File: config.mk
export PLATFORM = sky130hd
export DESIGN_NAME = operand_fetch
export DESIGN_NICKNAME = d
export VERILOG_FILES = /design/src/rtl/operand_fetch.sv
export SDC_FILE = /design/constraint.sdc
export NUM_CORES = 1
export LEC_CHECK = 0
export BUFFER_PORTS_ARGS = -buffer_cell sky130_fd_sc_hd__buf_2
export CELL_PAD_IN_SITES_DETAIL_PLACEMENT = 0
export CELL_PAD_IN_SITES_GLOBAL_PLACEMENT = 2
export CORE_UTILIZATION = 33
export CTS_CLUSTER_SIZE = 30
export DETAILED_ROUTE_END_ITERATION = 6
export PLACE_DENSITY = 0.94
export SETUP_SLACK_MARGIN = 0.1
export SLEW_MARGIN = 20
export SYNTH_ARGS = -nofsm -noshare
export SYNTH_HDL_FRONTEND = slang
export SYNTH_SLANG_ARGS = --single-unit
File: constraint.sdc
create_clock -name clk -period 5.4 [get_ports clk]
set_clock_uncertainty 0.1 [all_clocks]
set_input_delay 0 -clock clk [delete_from_list [all_inputs] [get_ports clk]]
set_output_delay 0 -clock clk [all_outputs]
set_load 0.05 [all_outputs]
File: src/rtl/operand_fetch.sv
// Operand fetch stage: accepts one decoded instruction at a time, reads both
// sources from the register file, and hands the operands to execute.
// A per-register busy scoreboard tracks destination writes that have been
// issued but not yet written back, and blocks RAW/WAW hazards until then.
module operand_fetch #(
  parameter int WIDTH        = 32,
  parameter int REG_ADDR_LEN = 5,
  parameter int NUM_REGS     = 32,
  parameter int CTRL_W       = 16,
  parameter int RD_TIMEOUT   = 4
) (
  input  logic                    clk,
  input  logic                    rst_n,
  input  logic                    flush,
  input  logic                    in_valid,
  output logic                    in_ready,
  input  logic [REG_ADDR_LEN-1:0] in_ra,
  input  logic [REG_ADDR_LEN-1:0] in_rb,
  input  logic                    in_use_a,
  input  logic                    in_use_b,
  input  logic [REG_ADDR_LEN-1:0] in_rc,
  input  logic                    in_wr,
  input  logic [CTRL_W-1:0]       in_ctrl,
  output logic [REG_ADDR_LEN-1:0] ra,
  output logic [REG_ADDR_LEN-1:0] rb,
  output logic                    r_en_A,
  output logic                    r_en_B,
  input  logic [WIDTH-1:0]        dataA,
  input  logic [WIDTH-1:0]        dataB,
  input  logic                    st_A,
  input  logic                    st_B,
  input  logic                    wb_en,
  input  logic [REG_ADDR_LEN-1:0] wb_rc,
  output logic                    out_valid,
  input  logic                    out_ready,
  output logic [WIDTH-1:0]        out_a,
  output logic [WIDTH-1:0]        out_b,
  output logic [REG_ADDR_LEN-1:0] out_rc,
  output logic                    out_wr,
  output logic [CTRL_W-1:0]       out_ctrl,
  output logic                    rd_err
);

  localparam int CNT_W = $clog2(RD_TIMEOUT + 1);

  typedef enum logic [1:0] {IDLE, READ, HOLD} state_t;

  state_t                  state_reg;
  logic [CNT_W-1:0]        cnt_reg;
  logic                    use_a_reg;
  logic                    use_b_reg;
  logic [REG_ADDR_LEN-1:0] rc_reg;
  logic                    wr_reg;
  logic [CTRL_W-1:0]       ctrl_reg;

  logic [NUM_REGS-1:0]     busy_reg;
  logic [NUM_REGS-1:0]     busy_next;
  logic [NUM_REGS-1:0]     set_vec;
  logic [NUM_REGS-1:0]     clr_vec;
  logic [NUM_REGS-1:0]     busy_eff;

  logic out_fire;
  logic hazard;
  logic accept;
  logic rd_ok_a;
  logic rd_ok_b;
  logic timeout;

  // out_valid is only ever high in HOLD, so this is the issue handshake;
  // a flush in the same cycle cancels the issue.
  assign out_fire = out_valid & out_ready & ~flush;

  // Per-register set/clear. Register 0 is hard-wired not busy.
  generate
    for (genvar gi = 0; gi < NUM_REGS; gi++) begin : g_busy
      if (gi == 0) begin : g_zero
        assign set_vec[gi]   = 1'b0;
        assign clr_vec[gi]   = 1'b0;
        assign busy_next[gi] = 1'b0;
      end else begin : g_reg
        assign set_vec[gi]   = out_fire & out_wr & (out_rc == REG_ADDR_LEN'(gi));
        assign clr_vec[gi]   = wb_en & (wb_rc == REG_ADDR_LEN'(gi));
        // A set in the same cycle as a clear wins.
        assign busy_next[gi] = set_vec[gi] | (busy_reg[gi] & ~clr_vec[gi]);
      end
    end
  endgenerate

  // The hazard check sees a destination being issued this cycle, but not a
  // writeback this cycle: the reader is accepted one cycle after the commit.
  assign busy_eff = busy_reg | set_vec;
  assign hazard   = (in_use_a & busy_eff[in_ra]) |
                    (in_use_b & busy_eff[in_rb]) |
                    (in_wr    & busy_eff[in_rc]);

  assign in_ready = rst_n & ~flush & ~hazard &
                    ((state_reg == IDLE) | ((state_reg == HOLD) & out_ready));
  assign accept   = in_valid & in_ready;

  assign rd_ok_a  = ~use_a_reg | st_A;
  assign rd_ok_b  = ~use_b_reg | st_B;
  assign timeout  = (cnt_reg == CNT_W'(RD_TIMEOUT - 1));

  // Scoreboard of destinations issued but not yet written back.
  always_ff @(posedge clk) begin
    if (!rst_n) busy_reg <= '0;
    else        busy_reg <= busy_next;
  end

  // Stage FSM: IDLE -> READ (read ports driven) -> HOLD (operands presented).
  always_ff @(posedge clk) begin
    if (!rst_n) begin
      state_reg <= IDLE;
      cnt_reg   <= '0;
      use_a_reg <= 1'b0;
      use_b_reg <= 1'b0;
      rc_reg    <= '0;
      wr_reg    <= 1'b0;
      ctrl_reg  <= '0;
      ra        <= '0;
      rb        <= '0;
      r_en_A    <= 1'b0;
      r_en_B    <= 1'b0;
      out_valid <= 1'b0;
      out_a     <= '0;
      out_b     <= '0;
      out_rc    <= '0;
      out_wr    <= 1'b0;
      out_ctrl  <= '0;
      rd_err    <= 1'b0;
    end else if (flush) begin
      // Drop whatever is in flight; scoreboard and rd_err are untouched.
      state_reg <= IDLE;
      r_en_A    <= 1'b0;
      r_en_B    <= 1'b0;
      out_valid <= 1'b0;
    end else begin
      case (state_reg)
        READ: begin
          if ((rd_ok_a & rd_ok_b) | timeout) begin
            // A missing strobe at timeout yields a zero operand.
            out_a     <= (use_a_reg & st_A) ? dataA : '0;
            out_b     <= (use_b_reg & st_B) ? dataB : '0;
            out_rc    <= rc_reg;
            out_wr    <= wr_reg;
            out_ctrl  <= ctrl_reg;
            out_valid <= 1'b1;
            r_en_A    <= 1'b0;
            r_en_B    <= 1'b0;
            state_reg <= HOLD;
            if (!(rd_ok_a & rd_ok_b)) rd_err <= 1'b1;
          end else begin
            cnt_reg <= cnt_reg + CNT_W'(1);
          end
        end
        HOLD: begin
          if (out_ready) begin
            out_valid <= 1'b0;
            state_reg <= IDLE;
          end
        end
        default: ;
      endcase

      // Accept only happens in IDLE or on the HOLD handshake, so this
      // cleanly overrides the state chosen above.
      if (accept) begin
        ra        <= in_ra;
        rb        <= in_rb;
        r_en_A    <= in_use_a;
        r_en_B    <= in_use_b;
        use_a_reg <= in_use_a;
        use_b_reg <= in_use_b;
        rc_reg    <= in_rc;
        wr_reg    <= in_wr;
        ctrl_reg  <= in_ctrl;
        cnt_reg   <= '0;
        state_reg <= READ;
      end
    end
  end

endmodule
==> results of run 1 <==
## per-stage QoR
step                utilization  power (mW)  std cells  hold slack, ns
finish                    0.453        2.67       1552          0.0303
floorplan                     -        1.35        964          0.0323
detailed placement        0.388        1.44       1425           0.143
global placement          0.388        1.44       1425           0.140
global route              0.453        2.78       1552          0.0345
CTS                       0.453        2.70       1552          0.0178
## cell type report
cell class	instances	share of cell area
Clock buffer	18	0.0413
Clock inverter	14	0.0148
Inverter	40	0.0141
Multi-Input combinational cell	683	0.394
Sequential cell	160	0.301
Tap cell	319	0.0375
Timing Repair Buffer	318	0.197
## power by group through the flow
stage          combinational, mW  clock (mW)  sequential (mW)
6_report                   0.267        1.21             1.20
5_1_grt                    0.284        1.29             1.20
4_1_cts                    0.265        1.23             1.20
3_5_place_dp               0.210           0             1.23
3_3_place_gp               0.212           0             1.23
2_1_floorplan              0.107           0             1.25
## worst paths after layout
| path | from | endpoint | slack, ns | depth (start not counted) |
|---|---|---|---|---|
| worst max-delay path | out_rc[0] | ctrl_reg[11] | 1.51 | 9 |
| worst min-delay path | wb_rc[2] | busy_reg[28] | 0.03 | 5 |
| worst max register to register | out_rc[0] | ctrl_reg[11] | 1.51 | 9 |
| worst min register to register | rb[0] | rb[0] | 0.36 | 2 |
## what timing repair did
| item | in CTS | in global routing |
|---|---|---|
| hold buffers | 95 | 0 |
| resized for setup | 0 | 0 |
| endpoints found under the hold margin | 99 | 0 |
## worst max-delay path, cell delays in order (launching register included)
cell	delay, ns
sky130_fd_sc_hd__dfxtp_1	0.48
sky130_fd_sc_hd__and2_1	0.67
sky130_fd_sc_hd__a31oi_1	0.34
sky130_fd_sc_hd__a2111oi_0	0.49
sky130_fd_sc_hd__a2111oi_0	0.13
sky130_fd_sc_hd__a311oi_1	0.35
sky130_fd_sc_hd__a22oi_2	0.11
sky130_fd_sc_hd__nand3_2	0.63
sky130_fd_sc_hd__buf_4	0.31
sky130_fd_sc_hd__mux2i_1	0.20
## routing by layer
| layer | up-vias | GRT usage |
|---|---|---|
| met1 | 3791 | 0.294 |
| met4 | 0 | 0.0761 |
| met3 | 46 | 0.0493 |
| met2 | 327 | 0.323 |
| li1 | 3933 | - |
| met5 | - | 0 |
## synth_stat cells, drive strengths merged, types with 2 or more instances
master | count | area share
o21ai | 37 | 0.023
o31ai | 2 | 0.0019
a221oi | 2 | 0.0022
and3b | 3 | 0.0033
mux2 | 4 | 0.0057
and3 | 5 | 0.0040
buf | 16 | 0.013
o21a | 4 | 0.0038
nand4b | 2 | 0.0022
inv | 37 | 0.018
mux2i | 45 | 0.057
o22ai | 3 | 0.0024
nand3 | 94 | 0.060
o2111ai | 2 | 0.0022
clkbuf | 65 | 0.031
nor3 | 12 | 0.0076
nand3b | 2 | 0.0019
a41o | 2 | 0.0025
and2 | 9 | 0.0071
a21boi | 115 | 0.11
a22oi | 4 | 0.0044
mux4 | 2 | 0.0057
and4b | 2 | 0.0025
o221ai | 2 | 0.0022
nor3b | 7 | 0.0079
dfxtp | 160 | 0.41
o211ai | 2 | 0.0019
nor2 | 22 | 0.010
o311ai | 2 | 0.0022
nand2b | 5 | 0.0040
a21oi | 11 | 0.0070
a31oi | 28 | 0.024
nand2 | 184 | 0.088
a211oi | 8 | 0.0076
o32ai | 3 | 0.0033
a2111oi | 12 | 0.014
a311oi | 12 | 0.014
nor4 | 3 | 0.0032
nand4 | 5 | 0.0040
nor2b | 8 | 0.0063
or2 | 3 | 0.0024
ha | 2 | 0.0032
clkinv | 3 | 0.0014
## cell families after synthesis
kind of cell / synth area share
AND/OR/NAND/NOR: 0.222
AO/OA/AOI/OAI: 0.237
flip-flops: 0.406
buffers and inverters: 0.0628
multiplexers: 0.0685
adder cells (fa/ha/maj): 0.00317
XOR/XNOR: 0.00111
==> results.md, run 1 <==
Yosys:
- Summing every instance area after synthesis gives just under 8000 µm².
- The synthesized design contains 0 enable-type register cells.
- A synthesized cell averages 8.18 µm².
- In this run, distinct cell masters in the synthesized netlist total 67.
- Counting every net in the synthesized netlist gives ~1100.
- The flip-flop and latch count after synthesis is between 150 and 200.
- The instance count of the mapped netlist is a little under 1000.
- After synthesis, the share of flip-flops with an asynchronous set or reset is 0.
- The dominant register cell in the synthesized netlist is sky130_fd_sc_hd__dfxtp_1.
- The Yosys step of the flow raised 0 warnings.
- Of the synthesized area, sequential elements account for 0.406.

GRT:
- The via count of the first global-routing pass is ~7400.
- Entering global routing, the biggest net connects 83 pins.
- The number of antenna violations at the first check in global routing is 0.
- Across every metal layer, demand over resource in global routing totals 0.213.
- The global-route wire length before repair is 40700 µm.
- For this run the aggregate overflow at the end of global routing stands at 0.

Clocking:
- The number of clock buffers inserted by TritonCTS is 17.
- No sink is reached through more buffers than the 2 on the longest clock path.
- The clock reaches the later pin of the worst-skew pair after 0.42 ns.
- The clock transition time at the flip-flop clock pins of the worst setup and hold paths is ~0.07 ns.
- TritonCTS built the clock tree.
- The number of buffers inserted by post-CTS setup repair is 0.
- The level count of the clock H-tree is 4.
- The clock sink count is 160.
- Clock tree synthesis selected as its root buffer the cell sky130_fd_sc_hd__clkbuf_16.

STA:
- The slack of the critical path is between 1.5 and 2 ns.
- The worst-margin pin slew is 1.00 ns.
- The final max-slew violation count is 0.
- The routed design could run at a clock period as short as 3.89 ns.
- For the final routed database, the setup TNS stands at 0 ns.
- Based on the critical path, the design can be clocked at up to roughly 260 MHz.
- The number of hold violations in the final report came to 0.
- Setup violations remaining at the end of the flow were counted as 0.
- Measured against its own limit, the worst slew margin works out to 0.334.
- In the finished design, the share of the clock period the worst path needs comes to 0.721.
- Setup repair after global routing left no endpoint under its margin.

Power:
- The share of total power in sequential cells is 0.449.
- Of the total power, the share spent switching nets is 0.270.
- For this design the total switching power over the nets is between 0.7 and 0.8 mW.
- The proportion of power drawn by combinational gates is 0.100.
- IR analysis of the VDD net gives a maximum drop of approximately 0.00018 V.
- The share of total power in the clock network is 0.451.
- The cell-internal power is 1.95 mW.
- The leakage power is 4.41 nW.
- The areal power density over the cells is 251 nW/µm².

Place:
- The total half-perimeter wirelength after legalization and detailed placement is 18400 µm.
- In this run the cell area measured after placement is around 9100 µm².
- At the end of routability-driven placement, the weighted congestion stood at a little under 1.
- Before CTS, the worst setup slack after placement is 1.57 ns.
- The total of buffers placed on input and output ports is between 200 and 250.

Route:
- The routed length on met3 is 1820 µm.
- The uppermost metal layer occupied by signal nets is met4.
- The routed length per placed instance is roughly 17 µm.
- The detailed router finished its first iteration with about 630 violations.
- In the detailed route, the total length drawn on met2 is around 12000 µm.
- For this block, wires on met1 add up to 12300 µm.
- Detailed routing inserted a total of slightly above 8000 vias.
- The number of remaining DRC errors is 0.
- Dividing the detail-routed via count by the number of cells gives 5.22.
- Summed over all layers, the routed wires come to approximately 27000 µm.
- The number of detailed-route iterations in the first pass is 6.
- In this run the remaining antenna-violating nets after routing total 0.

Worst setup path:
- STA classifies the critical path endpoint as a register.
- Data on the critical path is required at its endpoint by 5.65 ns.
- In this run the worst path has a maximum fanout of 28.
- The class of the most critical setup path is register to register.
- The worst setup path is launched from a register.
- The endpoint arrival time on the critical path is 4.15 ns.

Finish:
- Of the cells placed in the final design, the portion with a size suffix greater than 1 is 0.225.
- Fill cells in the final layout number 2329.
- The area growth from synthesis to layout is 35.0%.
- The final instance area is 10600 µm².
- The number of diodes is 0.
- The most common cell after layout, fill and taps aside is sky130_fd_sc_hd__buf_2.
- The area used by sequential logic in the layout is between 3000 and 4000 µm².
- In the layout the commonest cells are sky130_fd_sc_hd__buf_2 (210), sky130_fd_sc_hd__nand2_1 (184), sky130_fd_sc_hd__dfxtp_1 (160).
- The multi-input logic area is 4200 µm².
- The final net count is 1333.

Floorplan:
- The initial standard-cell utilization of the core is 0.336.
- The die outline width is roughly 160 µm.
- The region available for standard cell placement spans ~23000 µm².
- The floorplan step set the die height to around 160 µm.
- The die covers approximately 25000 µm².
- The number of primary I/O pins is 212.
- The row count is between 50 and 60.

Worst hold path:
- The path class of the tightest hold or removal check is input pin to register.

Flow run:
- The number of violations of the max-capacitance limit is 0.

Status:
- The run finished with clean final reports.
(Power assumes the default switching activity.)
==> run 2, diff against run 1 <==
Settings changed: CORE_UTILIZATION 33 to 27, PLACE_DENSITY 0.94 to 0.84.
Clock period 5.4 ns to 3.16 ns, I/O delays scaled along.
==> results.md, run 2 (synthesis gave the netlist of run 1 again) <==
Status:
- The run finished with clean final reports.

Power:
- The switching part of the total power is 0.277 (+0.00704).
- The areal power density over the cells is 401 nW/µm² (+60%).
- The proportion of power drawn by combinational gates is 0.106 (+0.006).
- The cell-internal power is 3.32 mW (+70%).
- The share of total power in sequential cells came to 0.446 (-0.003).
- The switching power is 1.28 mW (+76%).
- The peak supply drop is 0.000297 V (+67%).
- The leakage power is 4.65 nW (+5.6%).
- The share of total power in the clock network was 0.448 (-0.003).

Worst setup path:
- The data required time at the worst endpoint is 3.06 ns (-2.59 ns).
- The highest cell delay on the worst timing path was 0.55 ns (-0.12 ns).
- The cell with the largest stage delay on the worst path is sky130_fd_sc_hd__dlygate4sd3_1.
- The reg-to-reg endpoint is cnt_reg[1].
- Walking the worst path, the cells encountered are dlygate4sd3_1 > buf_2 > and4b_4 > buf_12 > a31oi_2 > buf_4 > mux4_2 > mux2i_1 > o32a_1 > nor4_4 > and2_4 > buf_6.
- The sort of element at the start of the critical path is an input pin.
- The number of cells on the worst reg-to-reg path was 10 (+1).
- The endpoint arrival time on the critical path is 2.91 ns (-1.24 ns).
- The top fanout value on the critical path is 14 (-50%).
- The critical path in this run is classified as input pin to output pin.
- The count of buffering cells on the critical path with inverters included is 5 (+4).
- The endpoint class of the critical path is an output pin.
- In this design, the largest share of critical-path delay is due to buffers and inverters.
- The reg-to-reg critical path startpoint is out_valid.
- The setup slack of the worst register-to-register path came to 0.21 ns (-1.30 ns).

Finish:
- The most common cell after layout, fill and taps aside is sky130_fd_sc_hd__buf_2.
- The final net count was 1375 (+3.2%).
- The final standard cell utilization of the core is 0.399 (-0.0542).
- The fraction of final layout cells sized beyond drive strength 1 is 0.274 (+0.0491).
- Compared with the post-synthesis result, the final layout area differs by 45.3%.
- The number of diodes is 0 (unchanged).
- Leaving out fill and tap cells, the most frequent cells in the layout are sky130_fd_sc_hd__buf_2 (209), sky130_fd_sc_hd__nand2_1 (184), sky130_fd_sc_hd__dfxtp_1 (153).

Route:
- The number of detailed-route iterations in the first pass is 5 (-1).
- The remaining number of nets flagged by the antenna check after routing was 0 (unchanged).
- The routed length per placed instance is 17.7 µm (+2.9%).
- The routed metal-1 wire length is 13600 µm (+11%).
- The total routed wirelength is 29400 µm (+10%).
- The number of remaining DRC errors came to 0 (unchanged).
- The via-per-instance ratio is 4.98 (-4.6%).
- The highest metal layer carrying signal wires in the routed design is met4.
- The total number of vias is 8260 (+2.0%).
- The routed length on met3 is 1800 µm (-1.2%).
- The number of DRC markers after the initial detailed-route iteration was 581 (-7.0%).
- The routed length on met2 is 13100 µm (+8.9%).

Worst hold path:
- The end point of the most critical hold path is busy_reg[15].
- The worst hold path begins at wb_rc[3].
- The number of cells on the worst hold path is 4 (-1).
- The worst hold-check path type is input pin to register.

Floorplan:
- The row count is 62 (+11%).
- The number of primary I/O pins is 212 (unchanged).
- The core area is 28700 µm² (+22%).
- The initial standard-cell utilization of the core is 0.275 (-0.0612).
- The die outline area was 29900 µm² (+22%).
- The die outline width was 173 µm (+10%).
- The die outline height came to 173 µm (+10%).

Clocking:
- The buffer depth of the longest clock path is 2 (unchanged).
- The clock sink count is 160 (unchanged).
- The clock transition time at the flip-flop clock pins of the worst setup and hold paths is 0.07 ns (about the same).
- The clock insertion delay at the later pin of the skew report came to 0.44 ns (+0.02 ns).
- TritonCTS built the clock tree.
- The number of clock buffers inserted by TritonCTS is 17 (unchanged).
- Clock tree synthesis selected as its root buffer the cell sky130_fd_sc_hd__clkbuf_16.
- The level count of the clock H-tree was 4 (unchanged).

Place:
- The total of buffers placed on input and output ports is 211 (unchanged).
- The total half-perimeter wirelength after legalization and detailed placement is 20400 µm (+11%).
- The final weighted congestion in routability-driven placement was 0.941 (-2.5%).

STA:
- The total negative slack for setup checks is 0 ns (unchanged).
- The worst-margin pin slew came to 0.779 ns (-0.221 ns).
- The relative slew slack was 0.481 (+0.147).
- Timing would allow up to 332 MHz.
- The final max-slew violation count came to 0 (unchanged).
- The clock period could shrink to roughly 3.0 ns.
- Setup repair after global routing left no endpoint under its margin.
- The number of hold violations in the final report is 0 (unchanged).
- The total of endpoints with negative setup slack in the final report is 0 (unchanged).
- In the finished design, the share of the clock period the worst path needs comes to 0.953.

GRT:
- The global-route wire length before repair was 45000 µm (+11%).
- The number of antenna violations at the first check in global routing is 0 (unchanged).
- The via count of the first global-routing pass is 7787 (+5.4%).
- The pin count of the biggest net entering global routing is 87 (+4.8%).
- The overflow left after global routing is 0 (unchanged).
- The total routing usage reported by global routing came to 0.192 (-0.0216).

Flow run:
- The number of violations of the max-capacitance limit is 0 (unchanged).
run 2: cell types whose count changed in the layout (fill, tap and decap cells not counted), moves of 7 or more:
| cell | previous run | this run |
|---|---|---|
| sky130_fd_sc_hd__buf_4 | 13 | 35 |
| sky130_fd_sc_hd__dlygate4sd3_1 | 95 | 105 |
| sky130_fd_sc_hd__a31oi_1 | 26 | 18 |
| sky130_fd_sc_hd__buf_12 | 0 | 8 |
| sky130_fd_sc_hd__dfxtp_1 | 160 | 153 |
run 2: power by group through the flow:
stage                     clock network (mW)  logic [mW]  registers [mW]
after floorplan                            0       0.183            2.13
after global placement                     0       0.374            2.10
after detailed placement                   0       0.373            2.10
after CTS                               2.12       0.475            2.05
after global routing                    2.21       0.519            2.06
final                                   2.06       0.488            2.05
run 2: worst max-delay path by stage:
| stage | depth (start not counted) | slack [ns] | endpoint | startpoint |
|---|---|---|---|---|
| detailed placement | 9 | 0.04 | ctrl_reg[3] | out_rc[0] |
| floorplan | 10 | 0.18 | cnt_reg[1] | out_rc[4] |
| finish | 12 | 0.15 | in_ready | flush |
| global placement | 9 | 0.13 | rc_reg[2] | out_rc[2] |
| global route | 9 | 0.09 | in_ready | out_rc[4] |
| CTS | 9 | 0.10 | in_ready | out_wr |
run 2: final cells by class:
type	count	area, µm²
repair buffers	360	2580
multi-input cells	683	4430
well taps	384	480
flip-flops and latches	160	3220
inverters	40	150
clock inverters	15	171
clock buffers	17	425
fillers	2946	17200
run 2: through the flow:
stage                     power (mW)  instances  instance area, µm²  worst slack [ns]  hold WS [ns]
after global placement          2.47       1516                9470             0.132         0.138
after floorplan                 2.31        964                7890             0.175        0.0323
after CTS                       4.65       1657               11200             0.102        0.0103
final                           4.60       1659               11500             0.149        0.0378
after global routing            4.79       1659               11500            0.0947        0.0395
after detailed placement        2.47       1516                9470            0.0443         0.145
run 2: what timing repair did:
action                     CTS  global route
hold endpoints to repair   104             0
pin swaps                    5             8
setup buffers                3             1
setup endpoints to repair   39            41
gates resized for setup     17            41
hold buffers               105             0
cloned                       1             1
run 2: layer usage:
layer | vias to the layer above | global-route usage
met5 | - | 0
met4 | 0 | 0.0878
met3 | 59 | 0.0464
met2 | 286 | 0.288
met1 | 3893 | 0.258
li1 | 4022 | -
run 2: tightest hold or removal path: stages:
cell                       delay (ns)
sky130_fd_sc_hd__buf_2           0.13
sky130_fd_sc_hd__nand3_1         0.17
sky130_fd_sc_hd__o21ai_0         0.09
sky130_fd_sc_hd__a21boi_0        0.15
==> run 3, diff against run 2 <==
Settings changed: MAX_ROUTING_LAYER set to met4.
==> results.md, run 3 (synthesis gave the netlist of run 1 again) <==
Status:
- The flow ran to the end, and the final reports show no timing, DRC or antenna violations.

STA:
- The total negative slack for setup checks was 0 ns (unchanged).
- The relative slew slack was 0.476 (-0.00488).
- The final max-slew violation count is 0 (unchanged).
- Setup repair after global routing left no endpoint under its margin.
- The maximum frequency from static timing analysis came to 334 MHz (+0.51%).
- The clock period minus worst slack is 3.00 ns (-0.0153 ns).
- The final-layout worst hold slack was 0.00371 ns (-0.0341 ns).
- The total of endpoints with negative setup slack in the final report is 0 (unchanged).
- The number of hold violations in the final report is 0 (unchanged).
- The worst-margin pin slew is 0.786 ns (+0.00733 ns).
- The portion of the clock cycle consumed by the worst path in the final layout came to 0.948 (-0.00483).

GRT:
- The via count of the first global-routing pass was 8003 (+2.8%).
- The pin count of the biggest net entering global routing is 87 (unchanged).
- The global-route wire length before repair is 46100 µm (+2.3%).
- The total routing usage reported by global routing came to 0.200 (+0.00868).
- The overflow left after global routing is 0 (unchanged).
- The number of antenna violations at the first check in global routing is 0 (unchanged).

Route:
- The number of remaining DRC errors came to 0 (unchanged).
- The routed length per placed instance was 17.6 µm (-0.64%).
- The total number of vias is 8279 (+0.23%).
- The remaining number of nets flagged by the antenna check after routing is 0 (unchanged).
- The number of DRC markers after the initial detailed-route iteration is 704 (+21%).
- The total routed wirelength is 29100 µm (-0.82%).
- The via-per-instance ratio is 5.00 (+0.41%).
- The number of detailed-route iterations in the first pass is 5 (unchanged).

Place:
- The final weighted congestion in routability-driven placement is 0.939 (-0.17%).
- The total of buffers placed on input and output ports is 211 (unchanged).
- The count of placed standard cells including taps is 1513 (-0.20%).
- The total half-perimeter wirelength after legalization and detailed placement was 20000 µm (-2.0%).

Worst setup path:
- The sort of element at the start of the critical path is a register.
- The top fanout value on the critical path was 17 (+3).
- The data required time at the worst endpoint is 3.06 ns (about the same).
- The endpoint arrival time on the critical path is 2.90 ns (about the same).
- The endpoint class of the critical path is an output pin.
- The endpoint identified for the worst register-to-register timing path is cnt_reg[2].
- The number of cells on the worst reg-to-reg path is 11 (+1).
- The reg-to-reg critical path startpoint is out_valid.
- The critical path is of the register to output pin type.
- The setup slack of the worst register-to-register path came to 0.25 ns (+0.04 ns).

Floorplan:
- The die outline width is 173 µm (unchanged).
- The number of primary I/O pins is 212 (unchanged).
- The row count is 62 (unchanged).
- The die outline area is 29900 µm² (unchanged).
- The initial standard-cell utilization of the core came to 0.275 (unchanged).
- The die outline height is 173 µm (unchanged).
- The core area came to 28700 µm² (unchanged).

Worst hold path:
- The min-delay analysis places its worst path in the category input pin to register.
- The worst hold path begins at wb_rc[3].
- The path with the worst hold slack has its endpoint at busy_reg[12].
- The number of cells on the worst hold path is 4 (unchanged).

Power:
- The proportion of power drawn by combinational gates was 0.103 (-0.003).
- The switching power is 1.25 mW (-1.9%).
- The share of total power in the clock network is 0.463 (+0.015).
- The cell-internal power was 3.47 mW (+4.5%).
- The share of total power in sequential cells is 0.434 (-0.012).
- The switching part of the total power is 0.265 (-0.0124).
- The peak supply drop is 0.000400 V (+35%).
- The leakage power is 4.70 nW (+0.93%).
- The areal power density over the cells is 411 nW/µm² (+2.5%).

Finish:
- The non-filler instance count after layout is 1656 (-0.18%).
- The final-layout fill cell count was 2900 (-1.6%).
- The final net count is 1372 (-0.22%).
- The most common cell after layout, fill and taps aside is sky130_fd_sc_hd__buf_2.
- In the layout the commonest cells are sky130_fd_sc_hd__buf_2 (209), sky130_fd_sc_hd__nand2_1 (184), sky130_fd_sc_hd__dfxtp_1 (154).
- The number of diodes came to 0 (unchanged).
- Compared with the post-synthesis result, the final layout area differs by 45.7%.
- The fraction of final layout cells sized beyond drive strength 1 came to 0.279 (+0.00536).

Clocking:
- The clock transition time at the flip-flop clock pins of the worst setup and hold paths is 0.07 ns (about the same).
- The clock root buffer master is sky130_fd_sc_hd__clkbuf_16.
- The number of clock buffers inserted by TritonCTS is 17 (unchanged).
- The clock insertion delay at the later pin of the skew report is 0.44 ns (about the same).
- The buffer depth of the longest clock path is 2 (unchanged).
- The clock sink count came to 160 (unchanged).
- The CTS tree is built.
- The level count of the clock H-tree is 4 (unchanged).

Flow run:
- The number of violations of the max-capacitance limit came to 0 (unchanged).
[run 3: cell count changes in the layout (fill, tap and decap cells not counted), moves of 2 or more]
cell	delta
sky130_fd_sc_hd__nor3_2	-2
sky130_fd_sc_hd__a31oi_1	-6
sky130_fd_sc_hd__clkinv_8	-3
sky130_fd_sc_hd__bufinv_16	+2
sky130_fd_sc_hd__and3b_2	-2
sky130_fd_sc_hd__dlygate4sd3_1	-6
sky130_fd_sc_hd__and3b_1	+2
sky130_fd_sc_hd__a31oi_2	+6
sky130_fd_sc_hd__buf_4	+2
[run 3: final cells by class]
class | count | area (µm²) | area share
clock buffer | 17 | 425 | 0.0370
clock inverter | 15 | 194 | 0.0169
inverter | 40 | 150 | 0.0131
multi-input combinational | 683 | 4470 | 0.389
sequential | 160 | 3220 | 0.280
tap | 384 | 480 | 0.0418
timing repair buffer | 357 | 2560 | 0.223
[run 3: worst max-delay path by stage]
stage / end / depth (start not counted) / start
2_1_floorplan: cnt_reg[1] / 10 / out_rc[4]
3_3_place_gp: ra[0] / 9 / out_rc[2]
3_5_place_dp: ra[3] / 10 / out_rc[3]
4_1_cts: in_ready / 10 / out_valid
5_1_grt: in_ready / 10 / out_rc[1]
6_report: in_ready / 10 / out_rc[1]
[run 3: power groups by stage]
stage                     Combinational (mW)  Sequential (mW)  Clock (mW)
final                                  0.485             2.05        2.19
after global routing                   0.520             2.05        2.33
after CTS                              0.475             2.05        2.25
after detailed placement               0.372             2.10           0
after global placement                 0.376             2.10           0
after floorplan                        0.183             2.13           0
[run 3: critical path, stage by stage, from the launching register on]
cell,delay (ns)
sky130_fd_sc_hd__dfxtp_2,0.41
sky130_fd_sc_hd__nor2b_1,0.20
sky130_fd_sc_hd__buf_6,0.23
sky130_fd_sc_hd__a31oi_2,0.16
sky130_fd_sc_hd__buf_4,0.17
sky130_fd_sc_hd__mux4_2,0.45
sky130_fd_sc_hd__mux2i_2,0.20
sky130_fd_sc_hd__o32a_1,0.24
sky130_fd_sc_hd__nor4_4,0.06
sky130_fd_sc_hd__and2_4,0.18
sky130_fd_sc_hd__buf_6,0.15
[run 3: per-layer routing]
layer / track usage / share of wire / vias to the layer above
li1: - / - / 4006
met1: 0.264 / 0.45 / 3925
met2: 0.298 / 0.45 / 302
met3: 0.0446 / 0.068 / 46
met4: 0.0741 / 0.026 / 0
met5: - / 0 / -
[run 3: what timing repair did]
| item | in CTS | in global routing |
|---|---|---|
| pin swaps | 5 | 8 |
| hold buffers | 99 | 0 |
| resized for setup | 28 | 35 |
| buffers inserted | 0 | 10 |
| gates cloned | 2 | 0 |
| setup endpoints to repair | 6 | 41 |
| endpoints found under the hold margin | 119 | 0 |
[run 3: through the flow]
step / total power [mW] / util / instance area, µm² / setup WS (ns)
floorplan: 2.31 / - / 7890 / 0.175
global placement: 2.48 / 0.329 / 9450 / 0.122
detailed placement: 2.47 / 0.329 / 9450 / 0.110
CTS: 4.78 / 0.392 / 11300 / 0.100
global route: 4.90 / 0.400 / 11500 / 0.0885
finish: 4.72 / 0.400 / 11500 / 0.164
